`src/rtl/keypad_scanner_if.sv`:
```
// Keypad scanner signal bundle: the matrix side (rows in, column strobes out)
// and the user side (accepted key, press strobe, hold flag, two-digit guess).
interface keypad_scanner_if;
  logic [3:0] row_i;        // keypad rows, active-low, asynchronous
  logic [3:0] col_o;        // column strobes, active-low, one-cold
  logic [3:0] key_o;        // hex code of the last accepted key
  logic       key_valid_o;  // one-cycle strobe per accepted press
  logic       key_held_o;   // high from accepted press to accepted release
  logic [7:0] guess_o;      // {previous, latest} accepted keys

  // Scanner side: reads rows, drives everything else.
  modport master (
    input  row_i,
    output col_o,
    output key_o,
    output key_valid_o,
    output key_held_o,
    output guess_o
  );

  // Consumer / keypad-model side.
  modport slave (
    output row_i,
    input  col_o,
    input  key_o,
    input  key_valid_o,
    input  key_held_o,
    input  guess_o
  );
endinterface

```
`src/rtl/keypad_scanner.sv`:
```
// 4x4 hex keypad scanner: drives one column low at a time, captures the rows
// for every column, classifies each full sweep, debounces whole sweeps and
// reports accepted presses with a one-cycle strobe plus a two-digit history.
module keypad_scanner #(
  parameter int SCAN_TICKS     = 100000,
  parameter int DEBOUNCE_SCANS = 4
) (
  input  logic          clk,
  input  logic          rst,
  keypad_scanner_if.master kp
);

  localparam int          TW  = (SCAN_TICKS > 1) ? $clog2(SCAN_TICKS) : 1;
  localparam logic [TW-1:0] TICK_LAST = TW'(SCAN_TICKS - 1);
  localparam logic [3:0]  DEB = 4'(DEBOUNCE_SCANS);

  typedef enum logic [1:0] {
    IDLE,
    PRESS_WAIT,
    HELD,
    RELEASE_WAIT
  } state_t;

  // Scan timing and column strobes
  logic [TW-1:0]    tick_q;
  logic [1:0]       col_q;
  logic [3:0]       colbar_q;
  // Row synchronizer and per-column captures (column 3 is taken live)
  logic [3:0]       row_meta_q;
  logic [3:0]       row_sync_q;
  logic [2:0][3:0]  cap_q;
  // Debounce FSM and outputs
  state_t           state_q, state_d;
  logic [3:0]       cnt_q, cnt_d;
  logic [3:0]       cand_q, cand_d;
  logic [3:0]       key_q, key_d;
  logic             valid_q, valid_d;
  logic             held_q, held_d;
  logic [7:0]       guess_q, guess_d;

  logic             tick_done;
  logic             sweep_done;
  logic [3:0][3:0]  col_rows;
  logic [15:0]      hits;
  logic [4:0]       hit_cnt;
  logic [3:0]       hit_idx;
  logic             res_none;
  logic             res_single;
  logic [3:0]       res_key;
  logic             accept;

  // Key map, index = row*4 + col.
  function automatic logic [3:0] key_map(input logic [3:0] idx);
    logic [3:0] k;
    case (idx)
      4'd0:  k = 4'h1;
      4'd1:  k = 4'h2;
      4'd2:  k = 4'h3;
      4'd3:  k = 4'hA;
      4'd4:  k = 4'h4;
      4'd5:  k = 4'h5;
      4'd6:  k = 4'h6;
      4'd7:  k = 4'hB;
      4'd8:  k = 4'h7;
      4'd9:  k = 4'h8;
      4'd10: k = 4'h9;
      4'd11: k = 4'hC;
      4'd12: k = 4'h0;
      4'd13: k = 4'hF;
      4'd14: k = 4'hE;
      default: k = 4'hD;
    endcase
    return k;
  endfunction

  assign tick_done  = (tick_q == TICK_LAST);
  assign sweep_done = tick_done && (col_q == 2'd3);

  // Two-flop synchronizer on the asynchronous rows; idle level is all ones.
  always_ff @(posedge clk) begin
    if (rst) begin
      row_meta_q <= '1;
      row_sync_q <= '1;
    end else begin
      row_meta_q <= kp.row_i;
      row_sync_q <= row_meta_q;
    end
  end

  // Tick counter and column rotation; the one-cold strobe is kept registered.
  always_ff @(posedge clk) begin
    if (rst) begin
      tick_q   <= '0;
      col_q    <= 2'd0;
      colbar_q <= 4'b1110;
    end else if (tick_done) begin
      tick_q   <= '0;
      col_q    <= col_q + 2'd1;
      colbar_q <= {colbar_q[2:0], colbar_q[3]};
    end else begin
      tick_q   <= tick_q + TW'(1);
    end
  end

  // Capture rows for columns 0..2 at the last tick of each column period.
  always_ff @(posedge clk) begin
    if (rst) begin
      cap_q <= '1;
    end else if (tick_done) begin
      for (int c = 0; c < 3; c++) begin
        if (col_q == 2'(c)) cap_q[c] <= row_sync_q;
      end
    end
  end

  // Column 3 result is the live synchronized rows so the sweep can be
  // classified on the very edge that completes it.
  assign col_rows = {row_sync_q, cap_q[2], cap_q[1], cap_q[0]};

  generate
    for (genvar gi = 0; gi < 16; gi++) begin : g_hit
      assign hits[gi] = ~col_rows[gi % 4][gi / 4];
    end
  endgenerate

  // Count intersections and remember the index of the (only) hit.
  always_comb begin
    hit_cnt = '0;
    hit_idx = '0;
    for (int i = 0; i < 16; i++) begin
      if (hits[i]) begin
        hit_cnt = hit_cnt + 5'd1;
        hit_idx = 4'(i);
      end
    end
  end

  assign res_none   = (hit_cnt == 5'd0);
  assign res_single = (hit_cnt == 5'd1);
  assign res_key    = key_map(hit_idx);

  // Debounce FSM next-state and output updates, evaluated only on sweep done.
  always_comb begin
    state_d = state_q;
    cnt_d   = cnt_q;
    cand_d  = cand_q;
    key_d   = key_q;
    valid_d = 1'b0;
    held_d  = held_q;
    guess_d = guess_q;
    accept  = 1'b0;
    if (sweep_done) begin
      case (state_q)
        IDLE: begin
          if (res_single) begin
            cand_d = res_key;
            cnt_d  = 4'd1;
            if (DEB == 4'd1) accept = 1'b1;
            else state_d = PRESS_WAIT;
          end
        end
        PRESS_WAIT: begin
          if (res_single && res_key == cand_q) begin
            cnt_d = cnt_q + 4'd1;
            if (cnt_q + 4'd1 == DEB) accept = 1'b1;
          end else if (res_single) begin
            cand_d = res_key;
            cnt_d  = 4'd1;
          end else begin
            state_d = IDLE;
          end
        end
        HELD: begin
          if (!(res_single && res_key == cand_q)) begin
            cnt_d   = 4'd1;
            state_d = RELEASE_WAIT;
            if (DEB == 4'd1 && res_none) begin
              held_d  = 1'b0;
              state_d = IDLE;
            end
          end
        end
        RELEASE_WAIT: begin
          if (res_none) begin
            cnt_d = cnt_q + 4'd1;
            if (cnt_q + 4'd1 == DEB) begin
              held_d  = 1'b0;
              state_d = IDLE;
            end
          end else if (res_single && res_key == cand_q) begin
            state_d = HELD;
          end else begin
            // Other key or ghosting: restart the release count.
            cnt_d = 4'd0;
          end
        end
        default: state_d = IDLE;
      endcase
      if (accept) begin
        key_d   = cand_d;
        valid_d = 1'b1;
        guess_d = {guess_q[3:0], cand_d};
        held_d  = 1'b1;
        state_d = HELD;
      end
    end
  end

  // FSM and output registers.
  always_ff @(posedge clk) begin
    if (rst) begin
      state_q <= IDLE;
      cnt_q   <= '0;
      cand_q  <= '0;
      key_q   <= '0;
      valid_q <= 1'b0;
      held_q  <= 1'b0;
      guess_q <= '0;
    end else begin
      state_q <= state_d;
      cnt_q   <= cnt_d;
      cand_q  <= cand_d;
      key_q   <= key_d;
      valid_q <= valid_d;
      held_q  <= held_d;
      guess_q <= guess_d;
    end
  end

  assign kp.col_o       = colbar_q;
  assign kp.key_o       = key_q;
  assign kp.key_valid_o = valid_q;
  assign kp.key_held_o  = held_q;
  assign kp.guess_o     = guess_q;

endmodule

```
`src/flat_wrapper.sv`:
```
// flat-port wrapper written by rule: the top's interface ports become plain ports
module keypad_scanner_flat 
#(
  parameter int SCAN_TICKS     = 100000,
  parameter int DEBOUNCE_SCANS = 4
)
  (clk, rst, kp_row_i, kp_col_o, kp_key_o, kp_key_valid_o, kp_key_held_o, kp_guess_o);
  keypad_scanner_if kp_i ();
  input  logic clk;
  input  logic rst;
  input wire logic [$bits(kp_i.row_i)-1:0] kp_row_i;
  output wire logic [$bits(kp_i.col_o)-1:0] kp_col_o;
  output wire logic [$bits(kp_i.key_o)-1:0] kp_key_o;
  output wire logic [$bits(kp_i.key_valid_o)-1:0] kp_key_valid_o;
  output wire logic [$bits(kp_i.key_held_o)-1:0] kp_key_held_o;
  output wire logic [$bits(kp_i.guess_o)-1:0] kp_guess_o;
  assign kp_i.row_i = kp_row_i;
  assign kp_col_o = kp_i.col_o;
  assign kp_key_o = kp_i.key_o;
  assign kp_key_valid_o = kp_i.key_valid_o;
  assign kp_key_held_o = kp_i.key_held_o;
  assign kp_guess_o = kp_i.guess_o;
  keypad_scanner #(.SCAN_TICKS(SCAN_TICKS), .DEBOUNCE_SCANS(DEBOUNCE_SCANS)) u_core (.clk(clk), .rst(rst), .kp(kp_i));
endmodule
```
`config.mk`:
```
export PLATFORM = sky130hd
export DESIGN_NAME = keypad_scanner_flat
export DESIGN_NICKNAME = d
export VERILOG_FILES = /design/src/rtl/keypad_scanner_if.sv /design/src/rtl/keypad_scanner.sv /design/src/flat_wrapper.sv
export SDC_FILE = /design/constraint.sdc
export NUM_CORES = 1
export LEC_CHECK = 0
export CORE_MARGIN = 4
export CORE_UTILIZATION = 30
export CTS_CLUSTER_SIZE = 20
export DETAILED_ROUTE_END_ITERATION = 10
export SYNTH_ARGS = -nofsm -noshare
export SYNTH_HDL_FRONTEND = slang
export SYNTH_SLANG_ARGS = --single-unit
```
`constraint.sdc`:
```
create_clock -name clk -period 24.4 [get_ports clk]
set_input_delay 3.66 -clock clk [delete_from_list [all_inputs] [get_ports clk]]
set_output_delay 3.66 -clock clk [all_outputs]
set_load 0.02 [all_outputs]
```
# --- Yosys cells after proc, flatten, opt, wreduce, memory -nomap -nowiden ---
# Memories as Yosys holds them, arrays and structs flattened.
# Cells that the tools add are included.
totals:
  regBits: 67
  latchBits: 0
  ram_bits: 0
  rom_bits: 64
  in_bits: 6
  memories: 1
memory_table:
  columns: ["name", "depth", "width", "rd", "rd_ports_with_merged_regs", "wr", "line_no", "source"]
  rows:
  - ["(name not given)", 16, 4, 1, 0, 0, "keypad_scanner.sv:55", "case (idx)"]
classes:
  n_addsub: 18
  n_mul: 0
  div_mod_pow: 0
  n_lt_le_gt_ge: 0
  n_eq_ne: 18
  shift: 0
  muxes: 58
  bitwise_logic: 1
  reduce_logical: 17
op_table:
  columns: ["cell", "n"]
  rows:
  - ["$mux 5", 15]
  - ["$add 5x1->5 const B", 14]
  - ["$mux 4", 15]
  - ["$mux 2", 10]
  - ["$add 17x1->17 const B", 1]
  - ["$eq 17x17->1 const B", 1]
  - ["$pmux 4 s4", 1]
  - ["$mux 3", 4]
  - ["$mux 1", 11]
  - ["$ne 3x3->1 const B", 3]
  - ["$eq 2x2->1 const B", 4]
  - ["$pmux 2 s4", 1]
  - ["$pmux 4 s2", 1]
  - ["$reduce_and 2->1", 4]
  - ["$reduce_and 7->1", 1]
  - ["$reduce_bool 2->1", 3]
  - ["$eq 5x1->1 const B", 1]
  - ["$logic_not 5->1", 1]
  - ["$add 4x1->4 const B", 1]
  - ["$eq 2x1->1 const B", 2]
  - ["$eq 4x3->1 const B", 1]
  - ["$eq 4x4->1", 1]
  - ["$logic_not 2->1", 2]
  - ["$ne 4x1->1 const B", 1]
  - ["11 further kinds", 13]

# --- Longest topological paths before layout ---
# Gate-level depths: netlist of run 1.
logic_depth:
  word_depth: 38
  ltp_mapped: 55
  depth_no_buf: 54

# --- Worst setup path before layout of run 1 ---
# No wires, ideal clock.
synth_timing:
  path_kind: "flip-flop to flip-flop"
  start: "reg u_core.cap_q[0] in the netlist's numbering"
  end: "reg u_core.cand_q[3]"
  setup_ns: 0.128
  t_arrival_ns: 9.502
  path_slack_ns: 14.770
  stages_incl_launch_ff: 55
  n_path_buf: 1
  cell_sequence: "dfxtp_1 inv_1 ha_1 xnor2_1 ha_1 nand2b_1 nand2_1 ha_1 mux2_2 ha_1 nand2b_1 o31a_1 nand2_1 ha_1 nor2_1 a31oi_1 ha_1 nor2_1 [19 not listed] ha_1 mux2_2 ha_1 nor2b_1 a31oi_1 o31ai_1 ha_1 nor2_1 nand3_1 nor2_1 nor3_1 nor2_1 nand2_1 or2_1 buf_6 a2111oi_4 mux2i_1 nor2_1"
synth_between:
  elab_chain_cells: 35
synth_lines:
  columns: ["element", "line_no", "source"]
  rows:
  - ["from (decl)", "keypad_scanner.sv:31", "logic [2:0][3:0] cap_q;"]
  - ["from (signal, indexed assignment)", "keypad_scanner.sv:111", "if (col_q == 2'(c)) cap_q[c] <= row_sync_q;"]
  - ["$mux 1 (*)", "keypad_scanner.sv:131", "if (hits[i]) begin"]
  - ["$add 1x1->2", "keypad_scanner.sv:132", "hit_cnt = hit_cnt + 5'd1;"]
  - ["$mux 5 (*)", "keypad_scanner.sv:131", null]
  - ["$add 5x1->5", "keypad_scanner.sv:132", null]
  - ["$mux 5 (*)", "keypad_scanner.sv:131", null]
  - ["$add 5x1->5", "keypad_scanner.sv:132", null]
  - ["$mux 5 (*)", "keypad_scanner.sv:131", null]
  - ["$add 5x1->5", "keypad_scanner.sv:132", null]
  - ["[19 not listed]", null, null]
  - ["$add 5x1->5", "keypad_scanner.sv:132", null]
  - ["$mux 5 (*)", "keypad_scanner.sv:131", null]
  - ["$add 5x1->5", "keypad_scanner.sv:132", null]
  - ["$mux 5 (*)", "keypad_scanner.sv:131", null]
  - ["$eq 5x1->1 (*)", "keypad_scanner.sv:139", "assign res_single = (hit_cnt == 5'd1);"]
  - ["$mux 4 or $logic_and 1x1->1 (tied branches)", "keypad_scanner.sv:155, keypad_scanner.sv:166, keypad_scanner.sv:163", null]
  - ["$mux 4", "keypad_scanner.sv:163", "if (res_single && res_key == cand_q) begin"]
  - ["$pmux 4 s2 (*)", "keypad_scanner.sv:153", "case (state_q)"]
  - ["to (signal assigned)", "keypad_scanner.sv:222", "cand_q <= cand_d;"]
  - ["to (decl)", "keypad_scanner.sv:35", "logic [3:0] cand_q, cand_d;"]
# Mark *: on every way between the ends. The rest lies on a longest branch, timed or not.
# A chain may end at the register's enable or synchronous reset.

# --- Worst setup path after layout of run 1 ---
layout_timing:
  start: "reg u_core.cap_q[0] in the netlist's numbering"
  end: "reg u_core.guess_q[4], in the netlist u_core.kp.guess_o[4]"
layout_between:
  elab_chain_cells: 37
layout_lines:
  columns: ["element", "line_no", "source"]
  rows:
  - ["$mux 1 (*)", "keypad_scanner.sv:131", null]
  - ["$add 1x1->2", "keypad_scanner.sv:132", null]
  - ["$mux 5 (*)", "keypad_scanner.sv:131", null]
  - ["$add 5x1->5", "keypad_scanner.sv:132", null]
  - ["$mux 5 (*)", "keypad_scanner.sv:131", null]
  - ["$add 5x1->5", "keypad_scanner.sv:132", null]
  - ["$mux 5 (*)", "keypad_scanner.sv:131", null]
  - ["$add 5x1->5", "keypad_scanner.sv:132", null]
  - ["[21 not listed]", null, null]
  - ["$add 5x1->5", "keypad_scanner.sv:132", null]
  - ["$mux 5 (*)", "keypad_scanner.sv:131", null]
  - ["$eq 5x1->1 (*)", "keypad_scanner.sv:139", null]
  - ["$logic_and 1x1->1 (*)", "keypad_scanner.sv:163", null]
  - ["$mux 1 (*)", "keypad_scanner.sv:163", null]
  - ["$mux 1 (*)", "keypad_scanner.sv:153", null]
  - ["$mux 1 (*)", "keypad_scanner.sv:152", "if (sweep_done) begin"]
  - ["$reduce_and 2->1 (no source line) (*)", null, null]
  - ["to (signal assigned)", "keypad_scanner.sv:226", "guess_q <= guess_d;"]
  - ["to (decl)", "keypad_scanner.sv:39", "logic [7:0] guess_q, guess_d;"]
# Mark *: on every way between the ends. The rest lies on a longest branch, timed or not. The select of a mux whose other input is x is not followed.

==> impl_metrics.json, run 1 <==
{
  "num_vias": 3930,
  "grt_usage_pct": 11.5,
  "hpwlAfterDp_mm": 7.66,
  "muxShareOfSynthArea_pct": 5.85,
  "clock_power_share_pct": 50.1,
  "ys_types": 77,
  "fill_cells": 1548,
  "cap_viol_max_count": 0,
  "synth_area_leaders": "dfxtp_1 27%, xnor2_1 7.2%, ha_1 6.6%",
  "yosys_register_bits": 63,
  "hold-worst-slack_ns": 0.413,
  "hp-class": "flip-flop to flip-flop",
  "critical_path.endpoint_type": "flip-flop",
  "clock_sinks": 63,
  "htreeDepth": 3,
  "layout_min_cycle_time_ns": 10.81,
  "p_leak_nw": 2.31,
  "clk_latency_ns": 0.33,
  "status": "complete, no violations",
  "crit_buf_inv": 1,
  "finalSetupViolations": 0,
  "syn_to_final_growth_pct": 14.1,
  "slew-limit-headroom_pct": 25.3,
  "p_int_mw": 0.194,
  "power_mw": 0.258,
  "synth_xor_area_share_pct": 16.7,
  "skew_ns": 0.00511,
  "synth_area_um2": 4750,
  "fin_nets": 608,
  "crit_path_max_fanout": 10,
  "dieArea_um2": 17900,
  "fin_crit_sh_pct": 44.3,
  "seqPwrFrac_pct": 40.9,
  "layout-drive-gt1-share_pct": 8.59,
  "final_common_cell": "dfxtp_1",
  "drv_slew": 0,
  "crit_family": "adder cells",
  "finalHoldViolCount": 0,
  "synth_adder_area_share_pct": 6.58,
  "hold_buffers": 0,
  "synth-simple-area-share_pct": 25.5,
  "setup.worst_path.start_class": "flip-flop",
  "max_freq_mhz": 92.5,
  "slowest_stage": "and3_1",
  "combPwrFrac_pct": 9.0,
  "required_ns": 24.61,
  "rsz0062_at_grt": "false",
  "synth-main-ff-cell": "dfxtp_1",
  "slowest_delay_ns": 0.55,
  "finalWirelength_mm": 10.1,
  "io_buffers": 23,
  "fin_tns_setup_ns": 0,
  "finalWeightedCongestion": 0.860,
  "worst_slew_pin_slew_ns": 1.11,
  "core_um2": 15400,
  "dr.first_iter.drc_count": 180,
  "grt_pass1_vias": 3788,
  "synth_compound_area_share_pct": 14.0,
  "ir_worst_vdd_mv": 0.0518,
  "path_class": "flip-flop to flip-flop",
  "power_density_nw_per_um2": 47.6,
  "post_cts_buffers": 0,
  "grt_max_degree": 34,
  "synth_largest_area_cell": "dfxtp_1",
  "p_sw_share_pct": 25.0,
  "cts_tree": "yes",
  "syn_area_per_cell_um2": 8.32,
  "synth_top_area_share_pct": 26.5,
  "initial_core_util_pct": 30.9,
  "ys.warnings.count": 0,
  "grt_overflow": 0,
  "place_ws_ns": 13.65,
  "antenna_found_initial": 0,
  "clkTransAtPathRegs_ns": 0.06,
  "synth_edf_count": 0,
  "die_y_um": 134,
  "fin_cells": 793,
  "cts_buffers": 9,
  "root_buffer": "clkbuf_16",
  "path_common_cell": "ha_1",
  "synth_top_family_by_area": "simple AND/OR/NAND/NOR gates",
  "grt_pass1_wl_mm": 17.5,
  "vias_per_cell": 4.96,
  "post_drt_wl_per_cell_um": 12.8,
  "syn_inst": 571,
  "cts_resized": 0,
  "io_pins": 24,
  "ant_nets": 0,
  "firstDrtPassIters": 4,
  "die_w_um": 134,
  "crit_arrival_ns": 11.02,
  "dpl.cell_count": 777,
  "drc_errors": 0,
  "seq_area_frac_synth_pct": 26.5,
  "syn_nets": 602,
  "async_reset_ff_share_pct": 0,
  "mostFrequentLayoutCells": "63 x dfxtp_1, 62 x nor2_1, 61 x nand2_1",
  "p_switching_mw": 0.0646,
  "cts_buffer_depth": 2,
  "antenna_cells": 0,
  "num_rows": 45,
  "layout_setup_ws_ns": 13.59
}
## cell usage after synthesis (4+ instances only)
library cell and number:
nand2b_1 10, nor4_1 8, nand4_1 6, and3_1 5
xor2_1 18, nor2_1 62, xnor2_1 39, a21oi_1 17
xnor3_1 5, a31oi_1 6, dfxtp_1 63, or2_2 10
o32ai_1 4, nor3_1 9, ha_1 25, clkbuf_1 20
nor2b_1 18, and2_1 7, nand3_1 26, a211oi_1 8
buf_4 5, o21ai_0 11, o211ai_1 7, nand2_1 61
mux2i_1 23, inv_1 21
## through the flow
step | util (%) | area, µm²
final | 35.3 | 5420
after global routing | 35.3 | 5420
after CTS | 35.3 | 5420
after detailed placement | 33.3 | 5120
after global placement | 33.3 | 5120
after floorplan | - | 4750
## state kept, by name (all words and copies together) (netlist names)
name and cells:
u_core.col_q 2, u_core.state_q 2, u_core.tick_q 17, u_core.cand_q 4, u_core.row_meta_q 4, u_core.kp.col_o 4
u_core.cap_q 12, u_core.row_sync_q 4, u_core.kp.key_valid_o 1, u_core.cnt_q 4, u_core.kp.key_held_o 1, u_core.kp.guess_o 8
## layout make-up
class	count	area [µm²]	area share, %
inverters	23	86.3	1.59
clock buffers	9	225	4.15
clock inverters	7	78.8	1.45
repair buffers	25	245	4.52
multi-input cells	455	3260	60.2
flip-flops and latches	63	1260	23.3
well taps	211	264	4.87
## power groups by stage
| stage | combinational (mW) | sequential [mW] | clock (mW) |
|---|---|---|---|
| final | 0.0233 | 0.106 | 0.129 |
| after global routing | 0.0258 | 0.106 | 0.138 |
| after CTS | 0.0233 | 0.106 | 0.133 |
| after detailed placement | 0.0231 | 0.108 | 0 |
| after global placement | 0.0225 | 0.108 | 0 |
| after floorplan | 0.0186 | 0.107 | 0 |
## worst paths after layout
check | depth (start not counted) | slack (ns) | from | end
hold / removal | 1 | 0.41 | u_core.row_meta_q[3]$_SDFF_PP1_ | u_core.row_sync_q[3]$_SDFF_PP1_
hold reg to reg | 1 | 0.41 | u_core.row_meta_q[3]$_SDFF_PP1_ | u_core.row_sync_q[3]$_SDFF_PP1_
setup / recovery | 53 | 13.59 | u_core.cap_q[0]$_SDFFE_PP1P_ | u_core.kp.guess_o[4]$_SDFFE_PP0P_
setup reg to reg | 53 | 13.59 | u_core.cap_q[0]$_SDFFE_PP1P_ | u_core.kp.guess_o[4]$_SDFFE_PP0P_
## per-layer routing
layer / vias up / GRT usage [%] / part of all wire (%)
met5: - / 0 / 0
met4: 0 / 4.23 / 1.3
met3: 13 / 2.03 / 3.3
met2: 79 / 19.7 / 48
met1: 1832 / 14.4 / 48
li1: 2006 / - / -
## kinds of logic (layout without fill, tap and decap cells)
kind of cell,after synthesis,after routing
AO/OA/AOI/OAI,91,91
XOR/XNOR,70,70
adder cells (fa/ha/maj),25,25
buffers and inverters,53,64
flip-flops,63,63
multiplexers,27,27
AND/OR/NAND/NOR,242,242
Note: power is estimated with default switching activity, not from simulation.
==> run 2, diff against run 1 <==
==> constraint.sdc (replaced) <==
create_clock -name clk -period 9.8 [get_ports clk]
set_input_delay 1.47 -clock clk [delete_from_list [all_inputs] [get_ports clk]]
set_output_delay 1.47 -clock clk [all_outputs]
set_load 0.02 [all_outputs]
==> run 2 against run 1 <==
  * Worst setup slack worse by 13 ns
  * Critical path depth stayed put
  * Maximum frequency is 15% higher
  * Flip-flop and latch count stayed put
  * Critical endpoint is now u_core.cnt_q[0]$_SDFFE_PP0P_
  * Worst hold slack worse by 0.0088 ns
  * Count of clock-buffer cells in the layout stayed put
  * Cell count is 3.9% higher
  * First-iteration DRC count is 23% lower
  * Utilization is 3.9 points higher
  * Combinational power grew to 3.2 times the previous value
  * Highest routed layer unchanged
  * Power grew to 2.8 times the previous value
  * Register-to-register slack worse by 13 ns
==> impl_metrics.json, run 2 (synthesis results as in run 1) <==
{
  "reg2regPathDepth": 53,
  "critical_path.endpoint_type": "flip-flop",
  "fin_crit_sh_pct": 96.3,
  "grt_pass1_wl_mm": 17.9,
  "place_ws_ns": -0.270,
  "final_common_cell": "dfxtp_1",
  "regMostFlops": "u_core.tick_q",
  "required_ns": 10.06,
  "finalHoldViolCount": 0,
  "die_w_um": 134,
  "io_buffers": 23,
  "skew_ns": 0.0108,
  "status": "complete, no violations",
  "finalWirelength_mm": 10.8,
  "setup.worst_path.start_class": "flip-flop",
  "vias_per_cell": 4.92,
  "num_vias": 4056,
  "layout-drive-gt1-share_pct": 20.4,
  "post_drt_wl_per_cell_um": 13.1,
  "htreeDepth": 3,
  "path_class": "flip-flop to flip-flop",
  "finalWeightedCongestion": 0.860,
  "hold_depth": 1,
  "use_met1_pct": 14.5,
  "fin_nets": 639,
  "grt_pass1_vias": 3957,
  "path_common_cell": "ha_4",
  "power_mw": 0.713,
  "antenna_found_initial": 0,
  "clk_latency_ns": 0.33,
  "use_met3_pct": 2.29,
  "drc_errors": 0,
  "grt_usage_pct": 11.8,
  "finalSetupViolations": 0,
  "root_buffer": "clkbuf_16",
  "largest_reg_flops": 17,
  "dr.first_iter.drc_count": 138,
  "core_um2": 15400,
  "syn_to_final_growth_pct": 26.7,
  "die_y_um": 134,
  "layout_min_cycle_time_ns": 9.43,
  "antenna_cells": 0,
  "layout_setup_ws_ns": 0.367,
  "cap_viol_max_count": 0,
  "grtUsageMet2_pct": 20.5,
  "p_leak_nw": 2.56,
  "initial_core_util_pct": 30.9,
  "hpwlAfterDp_mm": 7.93,
  "max_freq_mhz": 106,
  "slew-limit-headroom_pct": 13.3,
  "firstDrtPassIters": 4,
  "crit_arrival_ns": 9.69,
  "slowest_stage": "or4_1",
  "grt_overflow": 0,
  "slowest_delay_ns": 0.42,
  "grt_max_degree": 34,
  "drv_slew": 0,
  "ant_nets": 0,
  "ir_worst_vdd_mv": 0.166,
  "rsz0062_at_grt": "true",
  "num_rows": 45,
  "power_density_nw_per_um2": 118,
  "mostFrequentLayoutCells": "60 x dfxtp_1, 58 x nand2_1, 56 x nor2_1",
  "hp-class": "flip-flop to flip-flop",
  "clkTransAtPathRegs_ns": 0.06,
  "cts_buffer_depth": 2,
  "cts_tree": "yes",
  "crit_path_max_fanout": 7,
  "cts_buffers": 9,
  "worst_slew_pin_slew_ns": 1.29,
  "dieArea_um2": 17900,
  "fin_cells": 824,
  "fill_cells": 1510,
  "io_pins": 24,
  "grt.busiest_layer": "met2",
  "clock_sinks": 63,
  "dpl.cell_count": 793
}
-- run 2: cell types whose count changed in the layout (fill, tap and decap cells not counted), moves of 5 or more --
cell / delta
buf_4: +30
nor2b_4: +5
nor2b_1: -5
ha_4: +8
ha_1: -8
nor2_1: -6
-- run 2: final timing paths --
check | startpoint | end | slack [ns]
setup / recovery | u_core.cap_q[4]$_SDFFE_PP1P_ | u_core.cnt_q[0]$_SDFFE_PP0P_ | 0.37
hold reg to reg | u_core.row_meta_q[2]$_SDFF_PP1_ | u_core.row_sync_q[2]$_SDFF_PP1_ | 0.40
setup reg to reg | u_core.cap_q[4]$_SDFFE_PP1P_ | u_core.cnt_q[0]$_SDFFE_PP0P_ | 0.37
hold / removal | u_core.row_meta_q[2]$_SDFF_PP1_ | u_core.row_sync_q[2]$_SDFF_PP1_ | 0.40
-- run 2: area by class of cell --
type	instances	area [µm²]	area share (%)
Timing Repair Buffer	56	482	8.00
Clock inverter	7	128	2.12
Clock buffer	9	225	3.74
Tap cell	211	264	4.39
Multi-Input combinational cell	455	3570	59.3
Sequential cell	63	1260	21.0
Inverter	23	86.3	1.43
-- run 2: through the flow --
stage | hold WS [ns] | TNS [ns] | utilization [%] | cell area [µm²]
3_3_place_gp | 0.397 | 0 | 34.1 | 5240
4_1_cts | 0.409 | 0 | 37.2 | 5710
5_1_grt | 0.420 | -0.650 | 39.2 | 6020
3_5_place_dp | 0.396 | -1.26 | 34.1 | 5240
6_report | 0.404 | 0 | 39.2 | 6020
2_1_floorplan | 0.389 | 0 | - | 4750
-- run 2: layer usage --
metal / vias to the layer above / part of all wire [%]
li1: 2066 / -
met1: 1936 / 46
met2: 42 / 50
met5: - / 0
met3: 12 / 2.5
met4: 0 / 1.3
-- run 2: critical path, delay by kind of cell (launching register included) --
family          cells  cell delay [ns]
fa+ha+maj          14             3.72
simple gates       22             2.45
compound gates     11             1.80
mux                 3             0.66
flops               1             0.35
buf+inv             2             0.22
xor+xnor            1             0.15
-- run 2: what timing repair did --
action | CTS | global route
pin swaps | 7 | 25
buffers inserted | 8 | 7
gates resized for setup | 16 | 45
endpoints found under the setup margin | 16 | 20
hold buffers | 0 | 0
-- run 2: where the power goes --
group | internal, mW | switching [mW] | leakage (nW)
registers | 0.259 | 0.00323 | 0.509
logic | 0.0346 | 0.0409 | 1.88
clock network | 0.252 | 0.122 | 0.173
total | 0.546 | 0.166 | 2.56
==> run 3, diff against run 2 <==
--- a/config.mk
+++ b/config.mk
@@ -5,10 +5,11 @@
 export SDC_FILE = /design/constraint.sdc
 export NUM_CORES = 1
 export LEC_CHECK = 0
-export CORE_MARGIN = 4
+export CORE_MARGIN = 3
 export CORE_UTILIZATION = 30
 export CTS_CLUSTER_SIZE = 20
 export DETAILED_ROUTE_END_ITERATION = 10
+export PLACE_DENSITY = 0.59
 export SYNTH_ARGS = -nofsm -noshare
 export SYNTH_HDL_FRONTEND = slang
 export SYNTH_SLANG_ARGS = --single-unit
==> run 3 against run 2 <==
  * Sequential share of layout area shrank 0.18 points
  * Global-route usage grew 0.52 points
  * Non-clock buffer count grew 5
  * First-iteration DRC count grew 15%
  * Count of clock-buffer cells in the layout is the same
  * Cell count grew 0.61%
  * Register-to-register slack lost 0.15 ns
  * Maximum frequency shrank 1.5%
  * Cell area grew 1.1%
  * Largest cell class unchanged
  * Largest power group unchanged
==> impl_metrics.json, run 3 (synthesis results as in run 1) <==
{
  "status": "complete, no violations",
  "crit-reg2reg-capture": "u_core.cand_q[2]$_SDFFE_PP0P_",
  "p_switching_mw": 0.170,
  "post_drt_wl_per_cell_um": 13.6,
  "core_um2": 15400,
  "cts_buffer_depth": 2,
  "num_rows": 45,
  "rrSetupSlack_ns": 0.22,
  "num_vias": 4138,
  "antenna_cells": 0,
  "root_buffer": "clkbuf_16",
  "regMostFlops": "u_core.tick_q",
  "cts_tree": "yes",
  "crit_start": "u_core.cap_q[4]$_SDFFE_PP1P_",
  "fin_cells": 829,
  "critPathCapture": "u_core.cand_q[2]$_SDFFE_PP0P_",
  "fill_cells": 1492,
  "htreeDepth": 3,
  "place_ws_ns": -0.198,
  "crit_path_max_fanout": 4,
  "dr.first_iter.drc_count": 159,
  "drv_slew": 0,
  "die_w_um": 132,
  "max_freq_mhz": 104,
  "clkTransAtPathRegs_ns": 0.06,
  "die_y_um": 132,
  "dpl.cell_count": 793,
  "required_ns": 10.01,
  "path_class": "flip-flop to flip-flop",
  "skew_ns": 0.00695,
  "antenna_found_initial": 0,
  "fin_nets": 644,
  "rsz0062_at_grt": "true",
  "finalHoldViolCount": 0,
  "p_leak_nw": 2.57,
  "grt_overflow": 0,
  "clock_sinks": 63,
  "cap_viol_max_count": 0,
  "path_common_cell": "ha_4",
  "layout_min_cycle_time_ns": 9.58,
  "clock_power_share_pct": 51.0,
  "grt_pass1_vias": 4003,
  "initial_core_util_pct": 30.9,
  "ant_nets": 0,
  "grt_max_degree": 34,
  "mostFrequentLayoutCells": "60 x dfxtp_1, 57 x nand2_1, 55 x nor2_1",
  "setup.worst_path.start_class": "flip-flop",
  "slowest_stage": "dfxtp_4",
  "finalWirelength_mm": 11.3,
  "hold_buffers": 0,
  "combPwrFrac_pct": 10.9,
  "finalWeightedCongestion": 0.892,
  "io_buffers": 23,
  "multi_input_area_um2": 3620,
  "hpwlAfterDp_mm": 7.81,
  "hp-class": "flip-flop to flip-flop",
  "fin_crit_sh_pct": 97.8,
  "grt_usage_pct": 12.3,
  "ir_worst_vdd_mv": 0.120,
  "seqPwrFrac_pct": 38.1,
  "power_density_nw_per_um2": 113,
  "finish.instance_area_um2": 6080,
  "cts_buffers": 9,
  "critical_path.endpoint_type": "flip-flop",
  "dieArea_um2": 17400,
  "grt_pass1_wl_mm": 18.4,
  "hold_depth": 1,
  "vias_per_cell": 4.99,
  "largest_reg_flops": 17,
  "firstDrtPassIters": 5,
  "io_pins": 24,
  "r2r-start": "u_core.cap_q[4]$_SDFFE_PP1P_",
  "finalSetupViolations": 0,
  "layout_setup_ws_ns": 0.220,
  "post_dp_cell_area_um2": 5240,
  "final_common_cell": "dfxtp_1",
  "worst_slew_pin_slew_ns": 1.10,
  "slowest_delay_ns": 0.37,
  "seqCellArea_um2": 1270,
  "crit_arrival_ns": 9.79,
  "p_sw_share_pct": 24.7,
  "clk_latency_ns": 0.33,
  "slew-limit-headroom_pct": 26.2,
  "reg2regPathDepth": 53,
  "drc_errors": 0,
  "p_int_mw": 0.519,
  "layout-drive-gt1-share_pct": 22.0,
  "syn_to_final_growth_pct": 28.0
}
[run 3: area by class of cell]
| type | count | area share, % |
|---|---|---|
| Multi-Input combinational cell | 455 | 59.5 |
| Sequential cell | 63 | 20.8 |
| Timing Repair Buffer | 61 | 8.47 |
| Tap cell | 211 | 4.34 |
| Clock buffer | 9 | 3.70 |
| Clock inverter | 7 | 1.69 |
| Inverter | 23 | 1.46 |
[run 3: metrics by stage]
step	util (%)	power, mW	setup TNS, ns	hold WS, ns
floorplan	-	0.314	0	0.389
global placement	34.1	0.329	0	0.396
detailed placement	34.1	0.330	-0.794	0.400
CTS	36.9	0.686	0	0.416
global route	39.6	0.715	-1.29	0.424
finish	39.6	0.689	0	0.412
[run 3: layer usage]
metal | GRT usage (%) | vias to the layer above | routed length (µm)
li1 | - | 2081 | -
met1 | 15.6 | 1985 | 5170
met2 | 21.0 | 57 | 5680
met3 | 1.91 | 15 | 260
met4 | 4.61 | 0 | 169
met5 | 0 | - | 0
[run 3: power groups by stage]
stage	registers, mW	logic, mW	clock network, mW
finish	0.262	0.0751	0.352
global route	0.263	0.0830	0.369
CTS	0.263	0.0644	0.359
detailed placement	0.268	0.0624	0
global placement	0.268	0.0605	0
floorplan	0.267	0.0462	0
[run 3: worst min path at each step]
stage                                            to  slack [ns]                       startpoint
finish              u_core.row_sync_q[3]$_SDFF_PP1_        0.41  u_core.row_meta_q[3]$_SDFF_PP1_
global placement    u_core.row_sync_q[1]$_SDFF_PP1_        0.40  u_core.row_meta_q[1]$_SDFF_PP1_
CTS                 u_core.row_sync_q[3]$_SDFF_PP1_        0.42  u_core.row_meta_q[3]$_SDFF_PP1_
floorplan           u_core.row_sync_q[0]$_SDFF_PP1_        0.39  u_core.row_meta_q[0]$_SDFF_PP1_
global route        u_core.row_sync_q[0]$_SDFF_PP1_        0.42  u_core.row_meta_q[0]$_SDFF_PP1_
detailed placement  u_core.row_sync_q[3]$_SDFF_PP1_        0.40  u_core.row_meta_q[3]$_SDFF_PP1_
[run 3: worst max-delay path: cells and delay by family (launching register included)]
family / cells / cell delay [ns]
xor+xnor: 1 / 0.19
flops: 1 / 0.37
buf+inv: 1 / 0.04
simple gates: 24 / 2.64
compound gates: 10 / 1.67
fa+ha+maj: 14 / 3.76
mux: 3 / 0.80
[run 3: repair_timing]
action / 4_1_cts / 5_1_grt
setup endpoints to repair: 17 / 20
gates resized for setup: 12 / 59
pin swaps: 4 / 32
setup buffers: 6 / 14
